===== src/rtl/uart_pkg.sv =====
// Shared types and constants for the UART transmit scheduler.
package uart_pkg;

  typedef enum logic [1:0] {
    INIT,
    ARB,
    SEND,
    WAIT
  } sched_state_t;

  // A frame is 10 bit times; the watchdog allows 12 before declaring the UART hung.
  localparam int WDOG_BITS_PER_BYTE = 12;

  typedef struct packed {
    logic [7:0] data;
    logic       last;
  } tx_byte_t;

  function automatic int wdog_limit(input int clks_per_bit);
    return WDOG_BITS_PER_BYTE * clks_per_bit;
  endfunction

endpackage


===== src/rtl/uart_tx_sched_rr_pick.sv =====
// Rotating priority encoder: first asserted req after index 'last', wrapping.
module rr_pick #(
  parameter int NUM_REQ = 3,
  localparam int IW = $clog2(NUM_REQ)
) (
  input  logic [NUM_REQ-1:0] req,
  input  logic [IW-1:0]      last,
  output logic [IW-1:0]      gnt_idx,
  output logic               any
);

  logic [IW-1:0] idx;

  // Scan farthest-first so the nearest candidate after 'last' overwrites.
  always_comb begin
    gnt_idx = '0;
    any     = 1'b0;
    idx     = '0;
    for (int k = NUM_REQ; k >= 1; k--) begin
      idx = IW'((int'(last) + k) % NUM_REQ);
      if (req[idx]) begin
        any     = 1'b1;
        gnt_idx = idx;
      end
    end
  end

endmodule


===== src/rtl/uart_tx_sched.sv =====
// Packet-level round-robin scheduler sharing one uart_tx between NUM_REQ byte streams,
// with a watchdog that recovers from a transmitter that never signals done.
module uart_tx_sched
  import uart_pkg::*;
#(
  parameter int NUM_REQ      = 3,
  parameter int CLKS_PER_BIT = 434,
  localparam int IW = $clog2(NUM_REQ)
) (
  input  logic                 clk,
  input  logic                 rst,
  input  logic [NUM_REQ-1:0]   req_valid,
  input  logic [8*NUM_REQ-1:0] req_data,
  input  logic [NUM_REQ-1:0]   req_last,
  output logic [NUM_REQ-1:0]   req_ready,
  output logic                 tx_start,
  output logic [7:0]           tx_data,
  input  logic                 tx_active,
  input  logic                 tx_done,
  output logic [IW-1:0]        grant_id,
  output logic                 busy,
  output logic                 err_timeout
);

  localparam int WDOG_LIMIT = wdog_limit(CLKS_PER_BIT);
  localparam int WW         = $clog2(WDOG_LIMIT + 1);

  sched_state_t           state_q, state_d;
  logic                   lock_q;
  logic [IW-1:0]          last_grant_q;
  logic [IW-1:0]          grant_q;
  tx_byte_t               byte_q;
  logic [WW-1:0]          wdog_q;
  logic                   err_q;
  logic                   lo_seen_q;

  logic [NUM_REQ-1:0][7:0] req_bytes;
  logic [IW-1:0]           pick_idx;
  logic                    pick_any;
  logic [IW-1:0]           win_idx;
  logic                    accept;
  logic                    done_ev;
  logic                    wdog_hit;

  assign req_bytes = req_data;

  rr_pick #(.NUM_REQ(NUM_REQ)) u_pick (
    .req     (req_valid),
    .last    (last_grant_q),
    .gnt_idx (pick_idx),
    .any     (pick_any)
  );

  // While a packet lock is held only the owner may continue; others wait for release.
  always_comb begin
    state_d   = state_q;
    accept    = 1'b0;
    done_ev   = 1'b0;
    wdog_hit  = 1'b0;
    win_idx   = lock_q ? grant_q : pick_idx;
    req_ready = '0;
    case (state_q)
      INIT: if (!tx_active && lo_seen_q) state_d = ARB;
      ARB: begin
        accept = lock_q ? req_valid[grant_q] : pick_any;
        if (accept) state_d = SEND;
      end
      SEND: state_d = WAIT;
      WAIT: begin
        if (tx_done) begin
          done_ev = 1'b1;
          state_d = ARB;
        end else if (wdog_q == WW'(WDOG_LIMIT - 1)) begin
          wdog_hit = 1'b1;
          state_d  = INIT;
        end
      end
      default: state_d = INIT;
    endcase
    req_ready[win_idx] = accept;
  end

  assign tx_start    = (state_q == SEND);
  assign tx_data     = byte_q.data;
  assign grant_id    = grant_q;
  assign busy        = (state_q == SEND) || (state_q == WAIT) || lock_q;
  assign err_timeout = err_q;

  always_ff @(posedge clk) begin
    if (rst) begin
      state_q      <= INIT;
      lock_q       <= 1'b0;
      last_grant_q <= IW'(NUM_REQ - 1);
      grant_q      <= '0;
      byte_q       <= '0;
      wdog_q       <= '0;
      err_q        <= 1'b0;
      lo_seen_q    <= 1'b0;
    end else begin
      state_q   <= state_d;
      // uart_tx has no reset: require two idle cycles so its cleanup cycle has passed.
      lo_seen_q <= (state_q == INIT) && !tx_active;
      wdog_q    <= (state_q == WAIT) ? wdog_q + WW'(1) : '0;
      if (accept) begin
        byte_q.data <= req_bytes[win_idx];
        byte_q.last <= req_last[win_idx];
        grant_q     <= win_idx;
        lock_q      <= 1'b1;
      end
      if (done_ev && byte_q.last) begin
        lock_q       <= 1'b0;
        last_grant_q <= grant_q;
      end
      if (wdog_hit) begin
        err_q  <= 1'b1;
        lock_q <= 1'b0;
      end
    end
  end

endmodule


===== config.mk =====
export PLATFORM = sky130hd
export DESIGN_NAME = uart_tx_sched
export DESIGN_NICKNAME = d
export VERILOG_FILES = /design/src/rtl/uart_pkg.sv /design/src/rtl/uart_tx_sched_rr_pick.sv /design/src/rtl/uart_tx_sched.sv
export SDC_FILE = /design/constraint.sdc
export NUM_CORES = 1
export LEC_CHECK = 0
export BUFFER_PORTS_ARGS = -buffer_cell sky130_fd_sc_hd__buf_2
export CORE_ASPECT_RATIO = 1.75
export CORE_MARGIN = 4
export CORE_UTILIZATION = 25
export DETAILED_ROUTE_END_ITERATION = 10
export PLACE_DENSITY = 0.53
export SYNTH_ARGS = -nofsm -noshare
export SYNTH_HDL_FRONTEND = slang
export SYNTH_SLANG_ARGS = --single-unit

===== constraint.sdc =====
create_clock -name clk -period 3.2 [get_ports clk]
set_input_delay 0 -clock clk [delete_from_list [all_inputs] [get_ports clk]]
set_output_delay 0 -clock clk [all_outputs]
set_load 0.1 [all_outputs]

==> summary.md, run 1 <==
| Metric | Value |
|---|---|
| Outcome | `finished clean` |
| Pre-CTS WS | `0.622 ns` |
| Tot GR Track Use | `11.5%` |
| Most frequent cells after synthesis | `dfxtp_1, nor2_1, inv_1, o21ai_0, nand3_1` |
| Clock Skews | `0.00195 ns` |
| Crit path buf inv count | `3` |
| Post-CTS Hold Fix Bufs | `1` |
| # setup viols final | `0` |
| Critical-path cell list | `inv_1, ha_1, inv_1, mux2i_2, o41ai_2, or2_1, nand2b_1, nor2_1, buf_2` |
| Most used cell, CP | `inv_1` |
| Synth area leader | `dfxtp_1` |
| Worst-Margin Slew | `0.563 ns` |
| Pwr dens | `718 nW/µm²` |
| #FFs+latches synth | `31` |
| CTS tree | `built` |
| Row count | `42` |
| Top-area cell type share of the netlist area | `31.3%` |
| Post-synthesis cell count | `234` |
| Crit path from | `last_grant_q[0]$_SDFFE_PP0P_` |
| Critical Path RT | `3.20 ns` |
| Post_cts resized | `0` |
| DRC | `0` |
| Synth async-reset ratio | `0%` |
| VDD IR max | `0.229 mV` |
| Remaining antenna violation count | `0` |
| Reg power frac | `27.8%` |
| Power, Total | `1.71 mW` |
| Sequential share of the synthesized area | `31.3%` |
| Drt first pass iters | `4` |
| Combinational power share | `43.6%` |
| IO buf count | `49` |
| Synthesized area | `1980 µm²` |
| Achievable Freq | `350 MHz` |
| Setup crit end kind | `output pin` |
| Skew-Pair Late Insertion Delay | `0.27 ns` |
| Net Switching | `760 µW` |
| Final worst slack | `0.343 ns` |
| # H-tree levels | `2` |
| Sw frac | `44.4%` |
| Fin nets | `315` |
| Clock power share | `28.6%` |
| CP Class | `flip-flop to output pin` |
| Area of the die | `9470 µm²` |
| RSZ-0062 raised after global routing | `no` |
| Post-Route WL | `5210 µm` |
| Via count | `1773` |
| EDFF count, synth | `0` |
| Number of diodes | `0` |
| Hold Path Class | `primary input to flip-flop` |
| GR Overflow Total | `0` |
| Area grow syn2layout | `20.4%` |
| Hold path start | `rst` |
| Sink Count | `31` |
| Initial drt markers | `94` |
| Final Hold Viols | `0` |
| WHS | `0.0444 ns` |
| Post-Syn Nets | `278` |
| Reg2reg start | `last_grant_q[0]$_SDFFE_PP0P_` |
| Netlist cell types | `46` |
| Ys Warns | `0` |
| Worst Path Arrival | `2.86 ns` |
| Average wire per standard cell | `14.5 µm` |
| Worst-path fanout max | `9` |
| Max Slew Vio Count | `0` |
| Min Clock Period, post-route | `2.86 ns` |
| Fillers | `789` |
| Max-cap viol count | `0` |
| Utilization after layout | `31.3%` |
| Initial core utilization | `26.0%` |
| Cell internal pwr | `952 µW` |
| Initial antenna violation count | `0` |
| Rel. slew slack | `62.4%` |
| Placer congestion estimate | `0.867` |
| Fin crit share | `89.3%` |
| Total core area | `7620 µm²` |
| Clock buffer count from CTS | `5` |
| Post-CTS setup buffer count | `0` |
| Final setup TNS | `0 ns` |
| Via-per-instance ratio | `4.93` |
| Pleak | `1.09 nW` |
| Syn avg cell area | `8.46 µm²` |
| CP max-delay cell | `buf_2` |
| Share of cells above drive strength 1 | `24.6%` |
| Most frequent cell after synthesis | `dfxtp_1` |
| Setup crit start kind | `flip-flop` |
| Global-route wire length before repair | `8500 µm` |
| Worst-path clk slew | `0.05 ns` |
| Clock Path Buffers | `2` |
| Top post-synthesis cells by area | `dfxtp_1, ha_1, o211a_1` |
| Root Driver | `clkbuf_16` |
| Final HPWL DP | `4090 µm` |
| Largest net degree at the start of global routing | `21` |
| Chip height | `126 µm` |
| Ports | `50` |
| Most used DFF post-synth | `dfxtp_1` |
| Crit-path max cell delay | `0.44 ns` |
| CP top delay family | `simple AND/OR/NAND/NOR gates` |
| Die width | `75.3 µm` |
| Vias in the first global route | `1803` |
## kinds of logic (layout without fill, tap and decap cells)
logic type               after synthesis  count (layout)  share of synthesized area, %
AND/OR/NAND/NOR                       78              78                          20.5
XOR/XNOR                              11              11                          4.86
adder cells (fa/ha/maj)               10              10                          6.32
flip-flops                            31              31                          31.3
buffers and inverters                 40              78                          10.0
AO/OA/AOI/OAI                         55              55                          21.5
multiplexers                           9               9                          5.43
## layout make-up
type,instances,area [µm²],share of cell area (%)
Multi-Input combinational cell,163,1160,48.8
Sequential cell,31,621,26.0
Timing Repair Buffer,51,263,11.0
Clock buffer,8,156,6.56
Tap cell,88,110,4.62
Inverter,19,71.3,2.99
## placed cells by master (no fill, tap or decap), types with 3 or more instances in the layout
| cell type | instances |
|---|---|
| and3_1 | 6 |
| ha_1 | 10 |
| o211a_1 | 9 |
| o21ai_0 | 17 |
| o41ai_2 | 3 |
| o31ai_1 | 7 |
| nand3_1 | 14 |
| nor2_1 | 21 |
| inv_1 | 19 |
| buf_2 | 49 |
| nor3b_1 | 3 |
| dfxtp_1 | 31 |
| mux2i_1 | 6 |
| clkbuf_16 | 5 |
| a21oi_1 | 4 |
| nand2b_1 | 4 |
| nand2_1 | 13 |
| xor2_1 | 9 |
## worst register-to-register path: stages (launching register included)
cell and delay (ns):
dfxtp_1 0.33, inv_1 0.09, ha_1 0.36, mux2i_4 0.30
mux2i_2 0.13, o211a_4 0.30, or2_1 0.37, o211a_1 0.27
o41ai_2 0.29
## per-layer routing
layer / global-route usage, % / routed length (µm)
met1: 12.7 / 2040
met2: 20.4 / 2810
met3: 2.79 / 252
met4: 4.02 / 108
met5: 0 / 0
## power groups by stage
stage	sequential, mW	clock, mW	combinational, mW
2_1_floorplan	0.514	0	0.620
3_3_place_gp	0.485	0	0.747
3_5_place_dp	0.485	0	0.748
4_1_cts	0.478	0.503	0.752
5_1_grt	0.482	0.518	0.801
6_report	0.476	0.490	0.746
## path summary, 6_finish.rpt
check / endpoint / slack [ns] / depth (start not counted)
worst max-delay path: req_ready[1] / 0.34 / 9
worst min-delay path: err_timeout$_SDFFE_PP0P_ / 0.04 / 2
worst max register to register: byte_q[0]$_SDFFE_PP0P_ / 0.66 / 8
worst min register to register: wdog_q[0]$_SDFF_PP0_ / 0.45 / 1
## sequential cells by signal, summed over array words and instances (netlist names)
register,flops
state_q,2
wdog_q,13
lock_q,1
last_grant_q,2
err_timeout,1
grant_id,2
lo_seen_q,1
tx_data,8
byte_q,1
## per-stage QoR
step / cells / instance area (µm²)
2_1_floorplan: 234 / 1980
3_3_place_gp: 351 / 2220
3_5_place_dp: 351 / 2220
4_1_cts: 360 / 2380
5_1_grt: 360 / 2380
6_report: 360 / 2380
Note: power is estimated with default switching activity, not from simulation.
==> inputs of run 2 (changes only) <==
--- a/config.mk
+++ b/config.mk
@@ -5,12 +5,13 @@
 export SDC_FILE = /design/constraint.sdc
 export NUM_CORES = 1
 export LEC_CHECK = 0
+export ABC_AREA = 1
 export BUFFER_PORTS_ARGS = -buffer_cell sky130_fd_sc_hd__buf_2
 export CORE_ASPECT_RATIO = 1.75
 export CORE_MARGIN = 4
 export CORE_UTILIZATION = 25
 export DETAILED_ROUTE_END_ITERATION = 10
-export PLACE_DENSITY = 0.53
+export PLACE_DENSITY = 0.52
 export SYNTH_ARGS = -nofsm -noshare
 export SYNTH_HDL_FRONTEND = slang
 export SYNTH_SLANG_ARGS = --single-unit
==> constraint.sdc (replaced) <==
create_clock -name clk -period 2.9 [get_ports clk]
set_input_delay 0 -clock clk [delete_from_list [all_inputs] [get_ports clk]]
set_output_delay 0 -clock clk [all_outputs]
set_load 0.1 [all_outputs]
==> run 2 against run 1 <==
Sequential power increased by 17%. Setup slack improved by 0.033 ns. Critical path depth is 4 higher. Synthesized cell count grew 31%. Synthesized area increased by 3.7%. Total power rose by 22%. Via count increased by 12%. Register-to-register slack better by 0.07 ns. Sequential share of layout area shrank 0.99 points. Critical endpoint is now req_ready[0]. Largest cell class unchanged.
==> summary.md, run 2 <==
| Metric | Value |
|---|---|
| Outcome | `finished clean` |
| Post-CTS setup buffer count | `0` |
| Clock buffer count from CTS | `5` |
| CTS tree | `built` |
| Most frequent cell after synthesis | `inv_1` |
| Most common cell after layout, fill and taps aside | `inv_1` |
| Vias in the first global route | `1993` |
| IO buf count | `49` |
| Max-cap viol count | `0` |
| Utilization after layout | `31.1%` |
| Post-Route WL | `5410 µm` |
| Critical-path cell list | `inv_1, ha_1, inv_2, nand3_1, a21boi_4, nand3_2, nand2_2, nand2_4, nand2_8, nor2_2, inv_1, nor2_1, buf_2` |
| Skew-Pair Late Insertion Delay | `0.27 ns` |
| Placed cells | `435` |
| Initial core utilization | `25.8%` |
| Number of diodes | `0` |
| Synthesized area | `2050 µm²` |
| Final worst slack | `0.376 ns` |
| Global-route wire length before repair | `8890 µm` |
| Ports | `50` |
| RSZ-0062 raised after global routing | `no` |
| Crit-path max cell delay | `0.43 ns` |
| Placer congestion estimate | `0.794` |
| Post-synthesis cell count | `307` |
| Final Hold Viols | `0` |
| Row count | `43` |
| Rel. slew slack | `65.0%` |
| Fin crit share | `87.0%` |
| Top-area cell type share of the netlist area | `30.2%` |
| Hold Path Class | `primary input to flip-flop` |
| Die width | `76.5 µm` |
| WHS | `0.0707 ns` |
| Pleak | `1.22 nW` |
| Max Slew Vio Count | `0` |
| Most used cell, CP | `inv_1` |
| Final HPWL DP | `4490 µm` |
| Crit path buf inv count | `4` |
| Sink Count | `31` |
| CP Class | `flip-flop to output pin` |
| Top post-synthesis cells by area | `dfxtp_1, inv_1, nand2_1` |
| Post_cts resized | `0` |
| Layout Cells excl Fill | `444` |
| Area grow syn2layout | `20.7%` |
| # H-tree levels | `2` |
| DRC | `0` |
| Tot GR Track Use | `11.5%` |
| Ys Warns | `0` |
| Clock Skews | `0.00717 ns` |
| Drt first pass iters | `4` |
| Via-per-instance ratio | `4.49` |
| Average wire per standard cell | `12.2 µm` |
| Worst-path clk slew | `0.05 ns` |
| Pre-CTS WS | `0.647 ns` |
| Most flops, register | `wdog_q` |
| Sequential share of the synthesized area | `30.2%` |
| Setup crit start kind | `flip-flop` |
| Most used DFF post-synth | `dfxtp_1` |
| Share of cells above drive strength 1 | `25.1%` |
| Pwr dens | `843 nW/µm²` |
| Initial drt markers | `51` |
| GR Overflow Total | `0` |
| Most frequent cells after synthesis | `inv_1, nand2_1, nand3_1, dfxtp_1, nor2_1` |
| Largest net degree at the start of global routing | `15` |
| Worst-path fanout max | `14` |
| Via count | `1992` |
| Netlist cell types | `28` |
| Largest register FFs | `13` |
| Root Driver | `clkbuf_16` |
| Worst Path Arrival | `2.52 ns` |
| Worst-Margin Slew | `0.525 ns` |
| Initial antenna violation count | `0` |
| Area of the die | `9780 µm²` |
| CP top delay family | `simple AND/OR/NAND/NOR gates` |
| EDFF count, synth | `0` |
| Most frequent cells in the layout | `inv_1, nand2_1, buf_2, nand3_1, dfxtp_1` |
| Clock Path Buffers | `2` |
| # setup viols final | `0` |
| Syn avg cell area | `6.69 µm²` |
| Remaining antenna violation count | `0` |
| Final setup TNS | `0 ns` |
| Total core area | `7960 µm²` |
| Setup crit end kind | `output pin` |
| Critical Path RT | `2.90 ns` |
| Fin nets | `397` |
| Synth async-reset ratio | `0%` |
| Post-CTS Hold Fix Bufs | `1` |
| Post-Syn Nets | `351` |
| #FFs+latches synth | `31` |
| VDD IR max | `0.407 mV` |
| Chip height | `128 µm` |
| Synth area leader | `dfxtp_1` |
| Min Clock Period, post-route | `2.52 ns` |
| CP max-delay cell | `buf_2` |
| Achievable Freq | `396 MHz` |
[run 2: cell count changes after synthesis, sizes merged, moves of 5 or more]
cell	previous run	this run
nor3	1	6
o211a	10	0
nand2	13	67
o21ai	19	14
nand3	14	34
nor2	22	29
a21oi	4	25
inv	19	61
mux2i	8	0
and3	6	1
nand4	2	12
xor2	9	1
o31ai	7	0
clkbuf	8	1
[run 2: final cells by class]
type	instances	area (µm²)
Timing Repair Buffer	51	263
Multi-Input combinational cell	203	1110
Sequential cell	31	621
Fill cell	901	5480
Tap cell	90	113
Clock buffer	6	129
Clock inverter	2	12.5
Inverter	61	229
[run 2: metrics by stage]
stage	total power, mW	area, µm²
final	2.09	2480
after global routing	2.21	2480
after CTS	2.12	2480
after detailed placement	1.61	2330
after global placement	1.60	2330
after floorplan	1.47	2060
[run 2: worst reg2reg max path, cell delays in order (launching register included)]
cell and delay (ns):
dfxtp_1 0.35, inv_1 0.08, ha_1 0.35, nand3_1 0.16, inv_2 0.05, a21oi_2 0.17
nand2_1 0.08, nand3_1 0.08, nand3_2 0.20, nand2_2 0.27, nand2_1 0.09, nand3_1 0.08
a21oi_1 0.06
[run 2: worst paths after layout]
path         cells past startpoint                    startpoint  slack [ns]                       to
max                             13  last_grant_q[0]$_SDFFE_PP0P_        0.38             req_ready[0]
max reg2reg                     12  last_grant_q[0]$_SDFFE_PP0P_        0.73  tx_data[7]$_SDFFE_PP0P_
min reg2reg                      1          wdog_q[0]$_SDFF_PP0_        0.45     wdog_q[0]$_SDFF_PP0_
min                              5                   req_last[0]        0.07   byte_q[0]$_SDFFE_PP0P_
[run 2: cell families (layout without fill, tap and decap cells)]
group / count (synthesis) / count (layout) / share of synthesized area, %
adders and majority gates: 10 / 10 / 6.09
xor gates and xnor gates: 1 / 1 / 0.427
buffers and inverters: 73 / 120 / 15.8
and+or+nand+nor: 149 / 149 / 34.4
AOI/OAI and AO/OA: 43 / 43 / 13.1
DFF: 31 / 31 / 30.2
[run 2: power by group]
part | internal, mW | switching [mW]
Sequential | 0.491 | 0.0678
Clock | 0.316 | 0.185
Combinational | 0.223 | 0.806
Total | 1.03 | 1.06
[run 2: layer usage]
metal / vias up / global-route usage [%] / routed length (µm)
li1: 1064 / - / -
met2: 25 / 22.7 / 3070
met5: - / 0 / 0
met3: 7 / 2.60 / 160
met4: 0 / 4.80 / 104
met1: 896 / 11.2 / 2070
